$ cat src/rtl/sindoku_check_seq.sv
// Sudoku board checker: scans all 81 cells through a board read port shared with a
// display reader, counting mismatches and blanks and recording the first mismatch.
module sindoku_check_seq (
  input  logic       Clk,
  input  logic       Reset,
  input  logic       Start,
  input  logic       Ack,
  input  logic       disp_req,
  input  logic [6:0] disp_addr,
  output logic [6:0] mem_addr,
  input  logic [4:0] puzzle_q,
  input  logic [4:0] solu_q,
  output logic       disp_valid,
  output logic       busy,
  output logic       done,
  output logic       correct,
  output logic [6:0] err_count,
  output logic [6:0] blank_count,
  output logic [3:0] first_err_row,
  output logic [3:0] first_err_col,
  output logic       q_Idle,
  output logic       q_Scan,
  output logic       q_Drain,
  output logic       q_Done
);

  localparam int unsigned ADDR_W = 7;
  localparam int unsigned IDX_W  = 4;
  localparam int unsigned CNT_W  = 7;
  localparam int unsigned CELL_W = 5;
  localparam logic [IDX_W-1:0] LAST_IDX = IDX_W'(8);
  localparam logic [IDX_W-1:0] NO_ERR   = IDX_W'(15);

  typedef enum logic [3:0] {
    IDLE  = 4'b0001,
    SCAN  = 4'b0010,
    DRAIN = 4'b0100,
    DONE  = 4'b1000
  } state_t;

  state_t           state, state_nxt;
  logic             scan_issue, start_scan;
  logic [IDX_W-1:0] row, col;
  logic             tag_v;
  logic [IDX_W-1:0] tag_row, tag_col;

  // State register
  always_ff @(posedge Clk) begin
    if (Reset) state <= IDLE;
    else       state <= state_nxt;
  end

  // Next state and scan issue control
  always_comb begin
    state_nxt  = state;
    scan_issue = 1'b0;
    start_scan = 1'b0;
    case (state)
      IDLE: begin
        if (Start) begin
          state_nxt  = SCAN;
          start_scan = 1'b1;
        end
      end
      SCAN: begin
        if (!disp_req) begin
          scan_issue = 1'b1;
          if (row == LAST_IDX && col == LAST_IDX) state_nxt = DRAIN;
        end
      end
      DRAIN:   state_nxt = DONE;
      DONE:    if (Ack) state_nxt = IDLE;
      default: state_nxt = IDLE;
    endcase
  end

  // Shared port address: display always wins, idle port parks at 0
  always_comb begin
    mem_addr = '0;
    if (disp_req)           mem_addr = disp_addr;
    else if (state == SCAN) mem_addr = ADDR_W'(row) * ADDR_W'(9) + ADDR_W'(col);
  end

  // Scan position, return tag and result accumulation
  always_ff @(posedge Clk) begin
    if (Reset) begin
      row           <= '0;
      col           <= '0;
      tag_v         <= 1'b0;
      tag_row       <= '0;
      tag_col       <= '0;
      disp_valid    <= 1'b0;
      err_count     <= '0;
      blank_count   <= '0;
      first_err_row <= NO_ERR;
      first_err_col <= NO_ERR;
    end else begin
      disp_valid <= disp_req;
      tag_v      <= scan_issue;
      if (start_scan) begin
        row <= '0;
        col <= '0;
      end else if (scan_issue) begin
        tag_row <= row;
        tag_col <= col;
        if (col == LAST_IDX) begin
          col <= '0;
          row <= (row == LAST_IDX) ? '0 : row + IDX_W'(1);
        end else begin
          col <= col + IDX_W'(1);
        end
      end

      if (start_scan) begin
        err_count     <= '0;
        blank_count   <= '0;
        first_err_row <= NO_ERR;
        first_err_col <= NO_ERR;
      end else if (tag_v && !disp_valid) begin
        if (puzzle_q != solu_q) begin
          err_count <= err_count + CNT_W'(1);
          if (err_count == '0) begin
            first_err_row <= tag_row;
            first_err_col <= tag_col;
          end
        end
        if (puzzle_q == CELL_W'(0)) blank_count <= blank_count + CNT_W'(1);
      end
    end
  end

  assign q_Idle  = (state == IDLE);
  assign q_Scan  = (state == SCAN);
  assign q_Drain = (state == DRAIN);
  assign q_Done  = (state == DONE);
  assign busy    = q_Scan | q_Drain;
  assign done    = q_Done;
  assign correct = q_Done && (err_count == '0);

endmodule

$ cat config.mk
export PLATFORM = sky130hd
export DESIGN_NAME = sindoku_check_seq
export DESIGN_NICKNAME = d
export VERILOG_FILES = /design/src/rtl/sindoku_check_seq.sv
export SDC_FILE = /design/constraint.sdc
export NUM_CORES = 1
export LEC_CHECK = 0
export ABC_AREA = 0
export BUFFER_PORTS_ARGS = -buffer_cell sky130_fd_sc_hd__buf_4
export CORE_ASPECT_RATIO = 0.5
export CORE_MARGIN = 8
export CORE_UTILIZATION = 54
export DETAILED_ROUTE_END_ITERATION = 16
export MAX_ROUTING_LAYER = met4
export PLACE_DENSITY = 0.78
export RECOVER_POWER = 50
export SETUP_SLACK_MARGIN = 0.2
export SLEW_MARGIN = 20
export SYNTH_ARGS = -nofsm -noshare
export SYNTH_HDL_FRONTEND = slang
export SYNTH_SLANG_ARGS = --single-unit
$ cat constraint.sdc
create_clock -name Clk -period 3 [get_ports Clk]
set_input_delay 0.6 -clock Clk [delete_from_list [all_inputs] [get_ports Clk]]
set_output_delay 0.6 -clock Clk [all_outputs]
set_load 0.005 [all_outputs]
# Word-level counts from Yosys, hierarchy flattened
# Index checks and enable logic that the tools add are counted.
[totals]
reg_bits = 44
latchBits = 0
ramBits = 0
mem_bits_ro = 0
in_bits = 22
output_inout_bits = 37
wordCells = 56
mem_count = 0
[op_classes]
add_sub_neg = 5
n_mul = 1
div = 0
n_lt_le_gt_ge = 0
eq_ne = 11
n_shift = 0
mux = 13
n_bitwise = 2
n_reduce_logical = 13
[ops]
columns = ["op", "count"]
rows = [
  ["2-to-1 mux 4 bit", 6],
  ["one-hot mux 4 bit (4 select lines)", 1],
  ["adder 7 x 1 -> 7 bit, second input constant", 2],
  ["2-to-1 mux 7 bit", 2],
  ["== test 4 bit, second input constant", 3],
  ["adder 4 x 1 -> 4 bit, second input constant", 2],
  ["AND reduction 2 bit", 4],
  ["adder 7 x 4 -> 7 bit", 1],
  ["zero test 7 bit", 1],
  ["multiplier 4 x 4 -> 7 bit, second input constant", 1],
  ["inequality test 2 bit, second input constant", 3],
  ["zero test 5 bit", 1],
  ["inequality test 5 bit", 1],
  ["== test 4 x 1 -> 1 bit, second input constant", 1],
  ["== test 4 x 2 -> 1 bit, second input constant", 1],
  ["== test 4 x 3 -> 1 bit, second input constant", 1],
  ["2-to-1 mux 1 bit", 4],
  ["AND reduction 4 bit", 1],
  ["logical AND 1 bit", 3],
  ["AND reduction 3 bit", 1],
  ["inequality test 2 x 1 -> 1 bit, second input constant", 1],
  ["OR reduction 2 bit", 1],
  ["zero test 1 bit", 1],
  ["NOT 1 bit", 1],
  ["OR 1 bit", 1],
]

# Logic depth before layout (Yosys ltp)
[depth]
depth_word = 5
ltp_mapped = 7
mapped_depth_nobuf = 7

# Least setup slack after synthesis
# OpenSTA, ideal clock, no wires.
[synth_path]
path_kind = "register -> output"
start = "register row[1]"
end = "output mem_addr[5]"
t_arrival_ps = 1987
required_ps = 2400
path_slack_ps = 413
path_stages_with_launch = 8
n_path_buf = 0
cell_sequence = "dfxtp_1 ha_1 ha_1 fa_1 a21o_1 a21oi_1 xor2_1 o31ai_1"
[synth_between]
elab_chain_len = 4
[synth_rtl]
columns = ["item", "line", "text"]
rows = [
  ["start: declaration", "43", "logic [IDX_W-1:0] row, col;"],
  ["start signal: assignment", "108", "row <= (row == LAST_IDX) ? '0 : row + IDX_W'(1);"],
  ["multiplier 4 x 4 -> 7 bit", "81", "else if (state == SCAN) mem_addr = ADDR_W'(row) * ADDR_W'(9) + ADDR_W'(col);"],
  ["adder 7 x 4 -> 7 bit", "81", ""],
  ["2-to-1 mux 7 bit", "81", ""],
  ["2-to-1 mux 7 bit", "80", "if (disp_req) mem_addr = disp_addr;"],
  ["end: declaration", "10", "output logic [6:0] mem_addr,"],
]
# Every way passes these cells.

# Final worst setup path
[layout_path]
start = "register col[1]"
end = "output mem_addr[5]"
[layout_between]
elab_chain_len = 3
[layout_rtl]
columns = ["item", "line", "text"]
rows = [
  ["start: declaration", "43", ""],
  ["start signal: assignment", "110", "col <= col + IDX_W'(1);"],
  ["adder 7 x 4 -> 7 bit", "81", ""],
  ["2-to-1 mux 7 bit", "81", ""],
  ["2-to-1 mux 7 bit", "80", ""],
]
# Every way passes these cells.

==> metrics.md <==
| Metric | Value |
|---|---|
| Most frequent CP cell | `ha_4` |
| Final global-route overflow total | `0` |
| Slew HR | `0.3023` |
| Max-slew violations | `0` |
| Max-cap violations | `0` |
| Dpl cell area | `2960 µm²` |
| Root buf cell | `clkbuf_8` |
| Synth-to-layout area growth | `28.42%` |
| # rows | `17` |
| Synthesis-stage register bit count | `44` |
| Internal power | `0.9191 mW` |
| Final clock skew | `0.008805 ns` |
| Synthesized area | `2479 µm²` |
| # IOs | `59` |
| Vias in the first global route | `2298` |
| Initial antenna violation count | `0` |
| Setup_tns | `0 ns` |
| Largest stage delay, worst path | `0.40 ns` |
| RSZ-0062 raised after global routing | `true` |
| Routability Congestion | `0.8809` |
| Switching Power | `0.3025 mW` |
| CTS Buf Count | `5` |
| Initial Util | `0.5629` |
| Cell area after layout | `3183 µm²` |
| DRC Markers | `0` |
| Synthesized instance count | `292` |
| Die W | `111.8 µm` |
| Status | `complete, no violations` |
| Top cell family by delay on the critical path | `adder cells` |
| Clock sinks | `44` |
| Post-CTS Hold Buffers | `0` |
| Worst path bufs/invs | `1` |
| Logic pwr share | `0.116` |
| Clk pwr share | `0.397` |
| Final Hold Fails | `0` |
| DP Worst Slack | `0.1902 ns` |
| Fin nets | `392` |
| Fin crit period | `2.813 ns` |
| First-pass GRT wire length | `10810 µm` |
| R2r startpoint | `state[2]` |
| Vias/cell | `5.809` |
| First-pass detailed-route iteration total | `5` |
| Endpoints failing setup | `0` |
| Crit. End Element | `output pin` |
| Initial detailed-routing violation count | `146` |
| N_diodes | `0` |
| CTS max path bufs | `2` |
| Die ar. | `7145 µm²` |
| Post-synth cell types | `49` |
| Clk slew on worst S/H paths | `0.09 ns` |
| Core Box Area | `4403 µm²` |
| P_leak | `1.334 nW` |
| CTS tree | `done` |
| Routed Antenna Nets | `0` |
| Yosys warns | `0` |
| Final non-filler cell total | `409` |
| Net Sw Frac | `0.2477` |
| Worst path slowest cell | `dfxtp_1` |
| Crit-path max FO | `3` |
| Seq/Total Area, Yosys | `0.3554` |
| Share of power burned in registers | `0.487` |
| Synthesized area per cell | `8.488 µm²` |
| Syn_nets | `333` |
| Setup Crit Path Kind | `reg2out` |
| Vias | `2376` |
| Placed insts | `398` |
| Port Buf Inserts | `58` |
| CP Data Arrival Time | `2.21 ns` |
| Final period utilization | `0.9378` |
| Post-DP HPWL | `4726 µm` |
| Critical path required time | `2.40 ns` |
| Top FF cell, synth | `dfxtp_1` |
| Maximum vdd ir drop | `0.1846 mV` |
| Routed len/inst | `16.06 µm` |
| Total power | `1.222 mW` |
| Pwr per Cell Area | `383.8 nW/µm²` |
| Total Routing Usage GR | `0.1864` |
| Final wirelength | `6567 µm` |
| Min-delay worst type | `reg2reg` |
| Largest net degree at the start of global routing | `21` |
| Clock Latency Late Sink | `0.30 ns` |
| Hold Path Origin | `tag_col[0]` |
| Die height | `63.91 µm` |
| Cells along the critical path | `ha_4, ha_4, fa_2, a21o_1, a21oi_2, xor2_1, o31ai_1, buf_4` |
| Post-synth ARST share | `0` |
| H-tree depth | `2` |
| Slew @ Worst Pin | `1.032 ns` |
| Maximum clock frequency | `355.4 MHz` |
| Fraction of layout cells with a size suffix above 1 | `0.2699` |
| Final WS setup | `0.1866 ns` |
| Post-synth EDFFs | `0` |
| Worst setup startpoint | `col[1]` |
| Crit start category | `register` |
[area by class of cell]
class	count	area, µm²
Fill cell	333	1220
Clock inverter	2	38.79
Tap cell	57	71.32
Multi-Input combinational cell	214	1538
Inverter	20	80.08
Timing Repair Buffer	66	480.5
Clock buffer	6	82.58
Sequential cell	44	892.1
[cells in the mapped netlist (3+ instances only)]
master / n / area share
and3_1: 3 / 0.0076
nor2_1: 15 / 0.023
dfxtp_1: 44 / 0.36
nor3_1: 4 / 0.0081
a21oi_1: 24 / 0.048
nand2_1: 41 / 0.062
o2111ai_1: 9 / 0.032
ha_1: 18 / 0.091
clkbuf_1: 9 / 0.014
o21ai_0: 13 / 0.026
a2111o_1: 3 / 0.014
o211ai_1: 9 / 0.027
nand3_1: 8 / 0.016
and2_1: 4 / 0.010
a21o_1: 3 / 0.0091
mux2i_1: 4 / 0.016
o31ai_1: 4 / 0.012
a211oi_1: 3 / 0.0091
xor2_1: 7 / 0.025
nand4_1: 8 / 0.020
inv_1: 19 / 0.029
xnor2_1: 6 / 0.021
[placed cells by master (no fill, tap or decap), drive strengths merged, types with 3 or more instances in the layout]
cell type   n
dfxtp      44
nor3        6
ha         18
clkbuf     31
a2111o      3
or4b        3
nand2b      3
o211ai      9
o31ai       4
mux2i       4
o21ai      13
nand2      41
and2        4
inv        19
nor2       15
nand4       8
nand3       8
a21o        3
a21oi      24
o2111ai     9
xnor2       6
xor2        7
and3        3
nor4b       3
buf        41
a211oi      3
[per-stage QoR]
step                      utilization  hold slack, ns
after global routing           0.7229          0.4909
after detailed placement       0.6724          0.4529
after floorplan                     -          0.4366
final                          0.7229          0.4655
after global placement         0.6715          0.4484
after CTS                      0.7252          0.4650
[repair_timing]
item                                    in CTS  in global routing
gates resized for setup                     20                  2
setup buffers                                3                  0
endpoints found under the setup margin       4                  2
pin swaps                                    3                  1
[state kept, by name, indices dropped and copies added, names as in the netlist]
register	flops
blank_count	7
col	4
disp_valid	1
err_count	7
first_err_col	4
first_err_row	4
row	4
state	4
tag_col	4
tag_row	4
tag_v	1
[kinds of logic (layout without fill, tap and decap cells)]
logic type                 Yosys count  after routing  synth area share
and+or+nand+nor                    103            103            0.2191
AOI/OAI and AO/OA                   75             75            0.2055
DFF                                 44             44            0.3554
buffers and inverters               34             94           0.05906
adders and majority gates           19             19           0.09894
xor gates and xnor gates            13             13           0.04594
muxes                                4              4           0.01615
[worst reg2reg max path: cells and delay by family (launching register included)]
kind             cells  cell delay (ns)
AO/OA/AOI/OAI        3             0.93
AND/OR/NAND/NOR      1             0.90
flip-flops           1             0.34
[power by group through the flow]
stage | clock (mW) | sequential (mW) | combinational, mW
2_1_floorplan | 0 | 0.610 | 0.0833
3_3_place_gp | 0 | 0.611 | 0.139
3_5_place_dp | 0 | 0.611 | 0.143
4_1_cts | 0.489 | 0.596 | 0.144
5_1_grt | 0.518 | 0.597 | 0.154
6_report | 0.484 | 0.596 | 0.142
[per-layer routing]
metal,GRT usage,routed length [µm]
met4,0.05228,105
met2,0.3064,3044
met5,-,0
met3,0.04682,511
met1,0.2241,2906
[worst paths after layout]
check,slack [ns],end,cells past startpoint
hold / removal,0.47,tag_col[0],2
hold reg to reg,0.47,tag_col[0],2
setup reg to reg,0.72,err_count[5],4
setup / recovery,0.19,mem_addr[5],8
Power figures use the tool's default switching activity.
